===== src/rtl/bus_pkg.sv =====
// Shared definitions for the write-back byte demultiplexer: default sizes,
// channel index assignments and common data types.
package bus_pkg;

    localparam int unsigned WIDTH_DEFAULT = 8;
    localparam int unsigned NCH_DEFAULT   = 4;
    localparam int unsigned CNT_W_DEFAULT = 8;
    localparam int unsigned SEL_W         = 2;

    typedef logic [7:0]       byte_t;
    typedef logic [SEL_W-1:0] sel_t;

    // Destination assignment on the write-back path
    localparam sel_t CH_REG_A = 2'd0;
    localparam sel_t CH_REG_B = 2'd1;
    localparam sel_t CH_OUT   = 2'd2;
    localparam sel_t CH_MEM   = 2'd3;

endpackage


===== src/rtl/demux_slot.sv =====
// One output channel of the demultiplexer: a single-entry holding register
// with valid/ready drain and a wrapping count of delivered bytes.
module demux_slot
    import bus_pkg::*;
#(
    parameter int unsigned WIDTH = WIDTH_DEFAULT,
    parameter int unsigned CNT_W = CNT_W_DEFAULT
) (
    input  logic             clk,
    input  logic             rst_n,
    input  logic             load_i,
    input  logic [WIDTH-1:0] din_i,
    input  logic             ready_i,
    output logic [WIDTH-1:0] data_o,
    output logic             valid_o,
    output logic [CNT_W-1:0] cnt_o
);

    logic [WIDTH-1:0] data_q,  data_d;
    logic             valid_q, valid_d;
    logic [CNT_W-1:0] cnt_q,   cnt_d;
    logic             xfer;

    assign xfer = valid_q & ready_i;

    // Load wins over drain so a same-cycle drain+reload keeps valid high;
    // data is kept after a drain so the slice shows the last byte delivered.
    always_comb begin
        data_d  = data_q;
        valid_d = valid_q & ~ready_i;
        cnt_d   = cnt_q;
        if (xfer) begin
            cnt_d = cnt_q + {{(CNT_W-1){1'b0}}, 1'b1};
        end
        if (load_i) begin
            data_d  = din_i;
            valid_d = 1'b1;
        end
    end

    always_ff @(posedge clk) begin
        if (!rst_n) begin
            data_q  <= '0;
            valid_q <= 1'b0;
            cnt_q   <= '0;
        end else begin
            data_q  <= data_d;
            valid_q <= valid_d;
            cnt_q   <= cnt_d;
        end
    end

    assign data_o  = data_q;
    assign valid_o = valid_q;
    assign cnt_o   = cnt_q;

endmodule


===== src/rtl/bus_demux1to4.sv =====
// One-to-four buffered demultiplexer: steers a producer byte into one of four
// per-channel holding registers, each drained independently via valid/ready.
module bus_demux1to4
    import bus_pkg::*;
#(
    parameter int unsigned WIDTH = WIDTH_DEFAULT,
    parameter int unsigned NCH   = NCH_DEFAULT,
    parameter int unsigned CNT_W = CNT_W_DEFAULT
) (
    input  logic               clk,
    input  logic               rst_n,
    input  logic [WIDTH-1:0]   din,
    input  logic               din_valid,
    input  logic [SEL_W-1:0]   din_select,
    output logic               din_ready,
    output logic [NCH*WIDTH-1:0] dout,
    output logic [NCH-1:0]     dout_valid,
    input  logic [NCH-1:0]     dout_ready,
    output logic [NCH*CNT_W-1:0] deliver_cnt
);

    logic [NCH-1:0] slot_valid;
    logic [NCH-1:0] slot_load;
    logic           accept;

    // Ready depends only on the selected channel; din_valid never feeds it,
    // and an X select while din_valid=0 is masked out of every load enable.
    assign din_ready = rst_n & (~slot_valid[din_select] | dout_ready[din_select]);
    assign accept    = din_valid & din_ready;

    always_comb begin
        slot_load = '0;
        for (int unsigned k = 0; k < NCH; k++) begin
            slot_load[k] = accept & (din_select == sel_t'(k));
        end
    end

    for (genvar k = 0; k < NCH; k++) begin : g_slot
        demux_slot #(
            .WIDTH (WIDTH),
            .CNT_W (CNT_W)
        ) u_slot (
            .clk     (clk),
            .rst_n   (rst_n),
            .load_i  (slot_load[k]),
            .din_i   (din),
            .ready_i (dout_ready[k]),
            .data_o  (dout[k*WIDTH +: WIDTH]),
            .valid_o (slot_valid[k]),
            .cnt_o   (deliver_cnt[k*CNT_W +: CNT_W])
        );
    end

    assign dout_valid = slot_valid;

endmodule


===== config.mk =====
export PLATFORM = sky130hd
export DESIGN_NAME = bus_demux1to4
export DESIGN_NICKNAME = d
export VERILOG_FILES = /design/src/rtl/bus_pkg.sv /design/src/rtl/demux_slot.sv /design/src/rtl/bus_demux1to4.sv
export SDC_FILE = /design/constraint.sdc
export NUM_CORES = 1
export LEC_CHECK = 0
export ABC_AREA = 0
export BUFFER_PORTS_ARGS = -buffer_cell sky130_fd_sc_hd__buf_4
export CORE_ASPECT_RATIO = 1.2
export CORE_MARGIN = 3
export CORE_UTILIZATION = 45
export DETAILED_ROUTE_END_ITERATION = 8
export GPL_TIMING_DRIVEN = 0
export PLACE_DENSITY = 0.67
export SLEW_MARGIN = 20
export SYNTH_ARGS = -nofsm -noshare
export SYNTH_HDL_FRONTEND = slang
export SYNTH_SLANG_ARGS = --single-unit

===== constraint.sdc =====
create_clock -name clk -period 1.55 [get_ports clk]
set_clock_uncertainty 0.15 [all_clocks]
set_input_delay 0.0775 -clock clk [delete_from_list [all_inputs] [get_ports clk]]
set_output_delay 0.0775 -clock clk [all_outputs]
set_load 0.05 [all_outputs]

==> results.yml, run 1 <==
drt:
  drtIter0Drc: 161
  avgViaCountPerCell: 5.69
  dr.pass1.iters: 5
  wl_per_cell_um: 16.3
  route.detailed.drc: 0
  drt_wl_total_um: 8990
  drtAntennaViolNets: 0
  vias: 3141
sta:
  slew_headroom_pct: 60.1
  fmax_ghz: 0.552
  whs_ns: 0.00486
  fin_crit_sh_pct: 117
  slew_viol_final: 0
  fin_crit_ns: 1.81
  finalHoldViolCount: 0
  setup_viol: 1
  rsz0062_at_grt: "true"
  finalSetupTns_ns: -0.260
  tightest_slew_ns: 0.599
  worst_slack_ns: -0.260
floorplan:
  num_io_pins: 86
  floorplan.die_area_um2: 7760
  die_h_um: 95.9
  die_x_um: 80.9
  rows: 32
  coreArea_um2: 6490
  start_util_pct: 46.7
synthesis:
  synthSimpleGateAreaFrac_pct: 22.2
  yosys.area.top_type: "dfxtp_1"
  synth-seq-area-share_pct: 44.9
  synthAdderAreaFrac_pct: 1.65
  synth_area_leaders: "dfxtp_1 (45%), o31ai_1 (9.9%), a21oi_1 (9.7%)"
  syn-num-nets: 371
  synth_top_family_by_area: "simple AND/OR/NAND/NOR gates"
  synth_xor_area_share_pct: 2.31
  synth_compound_area_share_pct: 21.8
  syn_area_um2: 3030
  avgSynthCellArea_um2: 8.66
  ys_ff_latch: 68
  synthDistinctLibCells: 28
  synthMuxAreaShare_pct: 0.743
  yosys_warnings: 0
  synth_top_area_share_pct: 44.9
  synth_cells: 350
setup_path:
  crit_arrival_ns: 1.58
  worst_setup_path_end_kind: "primary output"
  worstSetupStartpointType: "register"
  worstSetupPathType: "register to primary output"
  crit_required_ns: 1.32
  path_max_fanout: 2
  r2r_cells: 4
clock_network:
  cts-root-buf: "clkbuf_8"
  cts.sink_count: 68
  clockBufferDepth: 2
  insertion_delay_ns: 0.33
  clk_pin_slew_ns: 0.07
  cts_tree: "yes"
  cts_buffers: 9
  htreeDepth: 3
outcome:
  status: "finished, violations left"
  violations: "negative setup slack"
grt:
  first_global_vias: 2921
  gr-usage-all-layers_pct: 23.8
  grt_pass1_wl_um: 14200
  grt_overflow: 0
  antenna_found_initial: 0
  grt_max_degree: 11
power:
  peakVddDrop_uv: 664
  power.density_nw_per_um2: 815
  p_leak_nw: 1.63
layout:
  fin_util_pct: 65.8
  drive_above_1_share_pct: 34.7
  fin_area_um2: 4270
  final_net_count: 486
  n_antenna_cell: 0
  final_cell_mix: "buf_4 (96), a21oi_1 (58), nand4_1 (40), o31ai_1 (40), dfxtp_1 (39)"
  area_delta_synth_final_pct: 40.7
  layout_commonest_cell: "buf_4"
job:
  drv_cap: 0
min_path:
  hold_depth: 4
  holdCritPathClass: "input port to register"
place:
  place_area_um2: 3800
  hpwl_um: 6120
  io_buffers: 83
  gp_congestion: 0.840
==> repair_timing <==
item | 4_1_cts | 5_1_grt
pin swaps | 1 | 4
resized for setup | 17 | 10
endpoints found under the setup margin | 4 | 14
buffers inserted | 8 | 2
endpoints found under the hold margin | 42 | 0
hold buffers | 16 | 0
==> report_power, final <==
part	leakage, nW	switching (mW)	internal [mW]
Sequential	0.565	0.0189	1.77
Combinational	0.985	0.282	0.147
Clock	0.0831	0.625	0.639
==> final timing paths <==
kind,start,to,slack [ns]
min,dout_ready[0],g_slot[0].u_slot.cnt_o[2]$_SDFFE_PN0P_,0.005
max,g_slot[0].u_slot.valid_o$_SDFF_PN0_,din_ready,-0.26
min reg2reg,g_slot[0].u_slot.data_o[0]$_SDFFE_PN0P_,g_slot[0].u_slot.data_o[0]$_SDFFE_PN0P_,0.32
max reg2reg,g_slot[0].u_slot.valid_o$_SDFF_PN0_,g_slot[0].u_slot.cnt_o[5]$_SDFFE_PN0P_,0.04
==> registers in the layout, indices dropped and copies added, names as in the netlist <==
name and cells:
g_slot.u_slot.cnt_o 32, g_slot.u_slot.data_o 32, g_slot.u_slot.valid_o 4
==> logic make-up (layout without fill, tap and decap cells) <==
family,count (synthesis),count (layout)
buffers and inverters,44,161
adders and majority gates,4,4
AOI/OAI and AO/OA,112,112
xor gates and xnor gates,8,8
muxes,1,1
and+or+nand+nor,113,113
DFF,68,68
==> layer usage <==
layer	routed length (um)	GRT usage (%)	vias to the layer above
li1	-	-	1546
met1	3760	29.4	1483
met2	4520	39.7	95
met3	527	4.59	17
met4	192	11.0	0
met5	0	0	-
==> critical path, cell delays in order, from the launching register on <==
cell,delay [ns]
dfxtp_4,0.34
nor2b_4,0.13
mux4_2,0.51
nor2_4,0.11
buf_8,0.15
==> metrics by stage <==
| step | cells | setup WS [ns] | power (mW) |
|---|---|---|---|
| 2_1_floorplan | 350 | -0.0839 | 2.06 |
| 3_3_place_gp | 518 | -0.294 | 2.20 |
| 3_5_place_dp | 518 | -0.296 | 2.20 |
| 4_1_cts | 551 | -0.306 | 3.48 |
| 5_1_grt | 552 | -0.312 | 3.61 |
| 6_report | 552 | -0.260 | 3.48 |
==> cell usage after synthesis <==
| library cell | count |
|---|---|
| dfxtp_1 | 68 |
| nor2b_1 | 4 |
| or2b_1 | 1 |
| nor2_1 | 10 |
| buf_4 | 4 |
| a21oi_1 | 59 |
| ha_1 | 4 |
| or3_1 | 12 |
| or4_1 | 8 |
| nand2_1 | 12 |
| o21ai_0 | 12 |
| and3_1 | 1 |
| buf_2 | 11 |
| nand4_2 | 4 |
| nand3b_1 | 1 |
| xor2_1 | 4 |
| a31oi_1 | 1 |
| nand4_1 | 40 |
| nand2b_1 | 3 |
| mux4_2 | 1 |
| inv_1 | 9 |
| inv_2 | 2 |
| o31ai_1 | 40 |
| buf_1 | 1 |
| nand3_1 | 16 |
| clkbuf_1 | 17 |
| xnor2_1 | 4 |
| and3b_1 | 1 |
==> final cells by class <==
type / count / area (um^2)
inverter: 11 / 41.3
sequential: 68 / 1410
tap: 85 / 106
clock buffer: 11 / 151
fill: 574 / 2220
buffer: 28 / 131
multi-input combinational: 238 / 1550
timing repair buffer: 109 / 866
clock inverter: 2 / 12.5
No activity file was read; power rests on OpenSTA's default activity.
==> inputs of run 2 (changes only) <==
PLACE_DENSITY = 0.72   (was 0.67)
SYNTH_HIERARCHICAL = 1   (was not set)
==> results.yml, run 2 <==
outcome:
  status: "finished, violations left"
  violations: "negative setup slack"
power:
  pwr-share-seq_pct: 44.8
  combPwrFrac_pct: 8.7
  power.density_nw_per_um2: 978
  power.net_switching_uw: 920
  p_int_mw: 3.06
  peakVddDrop_uv: 795
  switching_share_pct: 23.1
  total_power_mw: 3.98
  p_leak_nw: 1.65
  power_frac_clock_pct: 46.5
setup_path:
  crit_arrival_ns: 1.48
  worstSetupPathType: "register to primary output"
  crit_required_ns: 1.32
  critPathTopFamily: "simple AND/OR/NAND/NOR gates"
  path_cells: "or3b_4 > a21oi_4 > a311oi_4 > buf_6"
  worstSetupStartpointType: "register"
  worst_setup_path_end_kind: "primary output"
  path_max_fanout: 2
  path_buf_inv: 1
  slowest_stage: "or3b_4"
  critPathMaxStageDelay_ns: 0.39
min_path:
  holdCritPathClass: "input port to register"
synthesis:
  synth_edf_count: 0
  syn_area_um2: 2730
  syn-num-nets: 318
  yosys_warnings: 6
  synth.most_common_cell: "dfxtp_1"
  ys_ff_latch: 68
  yosys.area.top_type: "dfxtp_1"
  synthDistinctLibCells: 26
  synth_top_area_share_pct: 50.0
  synthArstFlopShare_pct: 0
  synth_area_leaders: "dfxtp_1 (50%), mux2i_1 (12%), nor2_1 (6.1%)"
  synth_commonest_cells: "dfxtp_1 (68), nor2_1 (44), mux2i_1 (32)"
  avgSynthCellArea_um2: 9.18
  synth_flop_cell: "dfxtp_1"
  synth_cells: 297
  synth-seq-area-share_pct: 50.0
clock_network:
  cts.sink_count: 68
  clockBufferDepth: 2
  cts_tree: "yes"
  insertion_delay_ns: 0.34
  htreeDepth: 3
  cts-root-buf: "clkbuf_8"
  clk_pin_slew_ns: 0.08
  cts_buffers: 9
sta:
  fin_crit_sh_pct: 110
  finalSetupTns_ns: -0.355
  slew_viol_final: 0
  whs_ns: 0.0712
  fmax_ghz: 0.587
  rsz0062_at_grt: "true"
  slew_headroom_pct: 63.4
  worst_slack_ns: -0.153
  fin_crit_ns: 1.70
  setup_viol: 9
  tightest_slew_ns: 0.549
  finalHoldViolCount: 0
drt:
  route.detailed.drc: 0
  wl_per_cell_um: 14.8
  avgViaCountPerCell: 5.14
  drtIter0Drc: 182
  drt_wl_total_um: 7380
  vias: 2555
  dr.pass1.iters: 4
  drtAntennaViolNets: 0
layout:
  n_antenna_cell: 0
  area_delta_synth_final_pct: 49.3
  final_cell_mix: "buf_4 (91), nor2_1 (44), dfxtp_1 (36), mux2i_1 (32), dfxtp_2 (30)"
  n_fill_cell: 452
  drive_above_1_share_pct: 37.6
  fin_area_um2: 4070
  final_net_count: 433
  layout_commonest_cell: "buf_4"
  stdcell_count: 497
  fin_util_pct: 70.8
place:
  io_buffers: 85
  gp_congestion: 0.721
  dp.cells: 462
  post-place-ws_ns: -0.0386
  hpwl_um: 4890
  place_area_um2: 3530
floorplan:
  die_h_um: 91.2
  start_util_pct: 47.5
  floorplan.die_area_um2: 7030
  die_x_um: 77.0
  num_io_pins: 86
  rows: 30
  coreArea_um2: 5740
grt:
  met2_usage_pct: 36.3
  gr-usage-all-layers_pct: 21.1
  use_met1_pct: 24.0
  met3_usage_pct: 8.13
  grt_overflow: 0
  grt_pass1_wl_um: 11900
  first_global_vias: 2514
  busiest_layer: "met2"
  grt_max_degree: 13
  antenna_found_initial: 0
job:
  drv_cap: 0
## run 2: cell count changes after synthesis, moves of 7 or more
| cell | previous run | this run |
|---|---|---|
| a21oi_1 | 59 | 29 |
| buf_2 | 11 | 4 |
| clkbuf_1 | 17 | 4 |
| inv_1 | 9 | 16 |
| mux2i_1 | 0 | 32 |
| nand4_1 | 40 | 4 |
| nor2_1 | 10 | 44 |
| o31ai_1 | 40 | 4 |
## run 2: path summary, 6_finish.rpt
path / from / endpoint / slack, ns / cells past startpoint
setup / recovery: g_slot[2].u_slot/valid_o$_SDFF_PN0_ / din_ready / -0.15 / 4
setup reg to reg: g_slot[2].u_slot/valid_o$_SDFF_PN0_ / g_slot[2].u_slot/data_o[3]$_SDFFE_PN0P_ / -0.05 / 5
hold / removal: dout_ready[2] / g_slot[2].u_slot/cnt_o[2]$_SDFFE_PN0P_ / 0.07 / 4
hold reg to reg: g_slot[3].u_slot/cnt_o[1]$_SDFFE_PN0P_ / g_slot[3].u_slot/cnt_o[1]$_SDFFE_PN0P_ / 0.33 / 2
## run 2: what timing repair did
action / 4_1_cts / 5_1_grt
endpoints found under the setup margin: 17 / 41
gates resized for setup: 12 / 20
hold buffers: 13 / 1
setup buffers: 1 / 2
endpoints found under the hold margin: 60 / 1
cloned: 1 / 1
pin swaps: 3 / 2
## run 2: final cells by class
type                       count  area, um^2  share of cell area (%)
buffer                         8        55.1                    1.35
multi-input combinational    201        1340                    33.0
sequential                    68        1410                    34.6
clock inverter                 5         106                    2.61
inverter                      20        82.6                    2.03
tap                           80         100                    2.46
clock buffer                  11         151                    3.72
timing repair buffer         104         822                    20.2
## run 2: metal layers
metal | vias up | wire length [um]
li1 | 1270 | -
met1 | 1211 | 3070
met2 | 69 | 3760
met3 | 5 | 464
met4 | 0 | 84
met5 | - | 0
## run 2: power by group through the flow
stage | Combinational [mW] | Sequential (mW) | Clock (mW)
after floorplan | 0.0909 | 1.90 | 0
after global placement | 0.284 | 1.83 | 0
after detailed placement | 0.289 | 1.83 | 0
after CTS | 0.331 | 1.78 | 1.88
after global routing | 0.366 | 1.78 | 1.95
final | 0.345 | 1.78 | 1.85
## run 2: worst reg2reg max path, cell delays in order, from the launching register on
cell and delay (ns):
dfxtp_4 0.34, buf_4 0.16, a2111oi_4 0.36, buf_6 0.19, mux2i_1 0.22, nor2_1 0.06
## run 2: kinds of logic after synthesis
| family | Yosys count | synth area share [%] |
|---|---|---|
| xor+xnor | 8 | 2.57 |
| simple gates | 104 | 19.2 |
| buf+inv | 28 | 4.04 |
| mux | 32 | 11.8 |
| compound gates | 53 | 10.7 |
| fa+ha+maj | 4 | 1.84 |
| flops | 68 | 50.0 |
==> inputs of run 3 (changes only) <==
GPL_TIMING_DRIVEN = not set   (was 0)
PLACE_DENSITY = 0.75   (was 0.72)
==> results.yml, run 3 (synthesis gave the netlist of run 2 again) <==
outcome:
  status: "finished, violations left"
  violations: "negative hold slack, negative setup slack"
drt:
  avgViaCountPerCell: 5.16
  route.detailed.drc: 0
  drt_wl_total_um: 7110
  vias: 2583
  drtIter0Drc: 83
  drtAntennaViolNets: 0
  dr.pass1.iters: 4
  wl_per_cell_um: 14.2
clock_network:
  cts.sink_count: 68
  cts-root-buf: "clkbuf_8"
  cts_buffers: 9
  clk_pin_slew_ns: 0.08
  clockBufferDepth: 2
  cts_tree: "yes"
  hold_buffers: 13
  htreeDepth: 3
  insertion_delay_ns: 0.34
setup_path:
  slowest_stage: "or3b_1"
  reg2reg_from: "g_slot[0].u_slot/valid_o$_SDFF_PN0_"
  crit_arrival_ns: 1.46
  worstSetupPathType: "register to primary output"
  critPathTopFamily: "simple AND/OR/NAND/NOR gates"
  cp_num_cells: 4
  crit_required_ns: 1.32
  critPathMaxStageDelay_ns: 0.36
  path_buf_inv: 1
  worstSetupStartpointType: "register"
  r2r_cells: 5
  path_max_fanout: 2
  worst_setup_path_end_kind: "primary output"
  crit_path_start: "g_slot[2].u_slot/valid_o$_SDFF_PN0_"
  path_cells: "or3b_1 > a21oi_2 > a311oi_4 > buf_6"
min_path:
  min_from: "dout_ready[2]"
  hold_depth: 3
  holdCritPathClass: "input port to register"
floorplan:
  rows: 30
  floorplan.die_area_um2: 7030
  num_io_pins: 86
  die_h_um: 91.2
  coreArea_um2: 5740
  die_x_um: 77.0
  start_util_pct: 47.5
sta:
  slew_viol_final: 0
  slew_headroom_pct: 78.0
  rsz0062_at_grt: "true"
  worst_slack_ns: -0.136
  finalHoldViolCount: 2
  fin_crit_sh_pct: 109
  setup_viol: 10
  tightest_slew_ns: 0.329
  fin_crit_ns: 1.69
  whs_ns: -0.105
  fmax_ghz: 0.593
layout:
  drive_above_1_share_pct: 39.0
  final_net_count: 437
  final_cell_mix: "buf_4 (102), nor2_1 (44), dfxtp_1 (36), mux2i_1 (32), dfxtp_2 (30)"
  area_delta_synth_final_pct: 48.9
  layout_commonest_cell: "buf_4"
  n_antenna_cell: 0
  stdcell_count: 501
  fin_util_pct: 70.7
power:
  peakVddDrop_uv: 902
  p_leak_nw: 1.67
  power.density_nw_per_um2: 957
grt:
  grt_overflow: 0
  grt_max_degree: 18
  antenna_found_initial: 0
  grt_pass1_wl_um: 11800
  first_global_vias: 2591
  gr-usage-all-layers_pct: 20.9
place:
  hpwl_um: 4920
  gp_congestion: 0.775
  dp.cells: 469
  io_buffers: 85
job:
  drv_cap: 0
==> run 3: cell types whose count changed in the layout (fill, tap and decap cells not counted), moves of 2 or more <==
cell        delta
a21oi_2        +2
buf_4         +11
buf_6          -2
clkbuf_2       -2
clkbuf_8       -2
clkinv_1       +2
clkinv_4       +2
clkinvlp_4     -3
nor3_1         -2
nor3_2         +2
==> run 3: layout make-up <==
type / instances / area (um^2)
clock buffer: 10 / 128
clock inverter: 6 / 113
fill: 457 / 1680
inverter: 20 / 75.1
multi-input combinational: 201 / 1330
sequential: 68 / 1410
tap: 80 / 100
timing repair buffer: 116 / 907
==> run 3: final timing paths <==
kind | end | slack (ns)
max | din_ready | -0.14
min | g_slot[2].u_slot/cnt_o[1]$_SDFFE_PN0P_ | -0.11
max reg2reg | g_slot[0].u_slot/data_o[2]$_SDFFE_PN0P_ | -0.04
min reg2reg | g_slot[0].u_slot/cnt_o[7]$_SDFFE_PN0P_ | 0.33
==> run 3: timing repair <==
item / 4_1_cts / 5_1_grt
endpoints found under the hold margin: 44 / 1
resized for setup: 5 / 3
setup endpoints to repair: 1 / 20
pin swaps: 3 / 3
buffers inserted: 2 / 1
==> run 3: metrics by stage <==
step                      hold slack, ns  instance area, um^2  TNS [ns]  total power, mW  setup WS (ns)
after floorplan                   0.0747                 2790         0             1.99         0.0114
after global placement             0.193                 3630         0             2.13         0.0878
after detailed placement           0.201                 3630         0             2.13         0.0809
after CTS                         -0.115                 4040    -0.352             3.91         -0.136
after global routing              -0.109                 4060     -1.40             4.02         -0.174
final                             -0.105                 4060    -0.358             3.88         -0.136
==> run 3: metal layers <==
metal	track usage, %	up-vias	share of wire (%)
li1	-	1279	-
met1	23.7	1210	41
met2	36.2	82	50
met3	7.14	12	7.2
met4	7.86	0	2.0
met5	0	-	0
==> run 3: tightest hold or removal path, stage by stage <==
cell and delay [ns]:
buf_4 0.14, nand3_1 0.09, a21oi_1 0.05
==> run 3: power by group <==
group          switching, mW  internal, mW
logic                  0.209         0.133
clock network          0.688          1.07
registers             0.0148          1.77
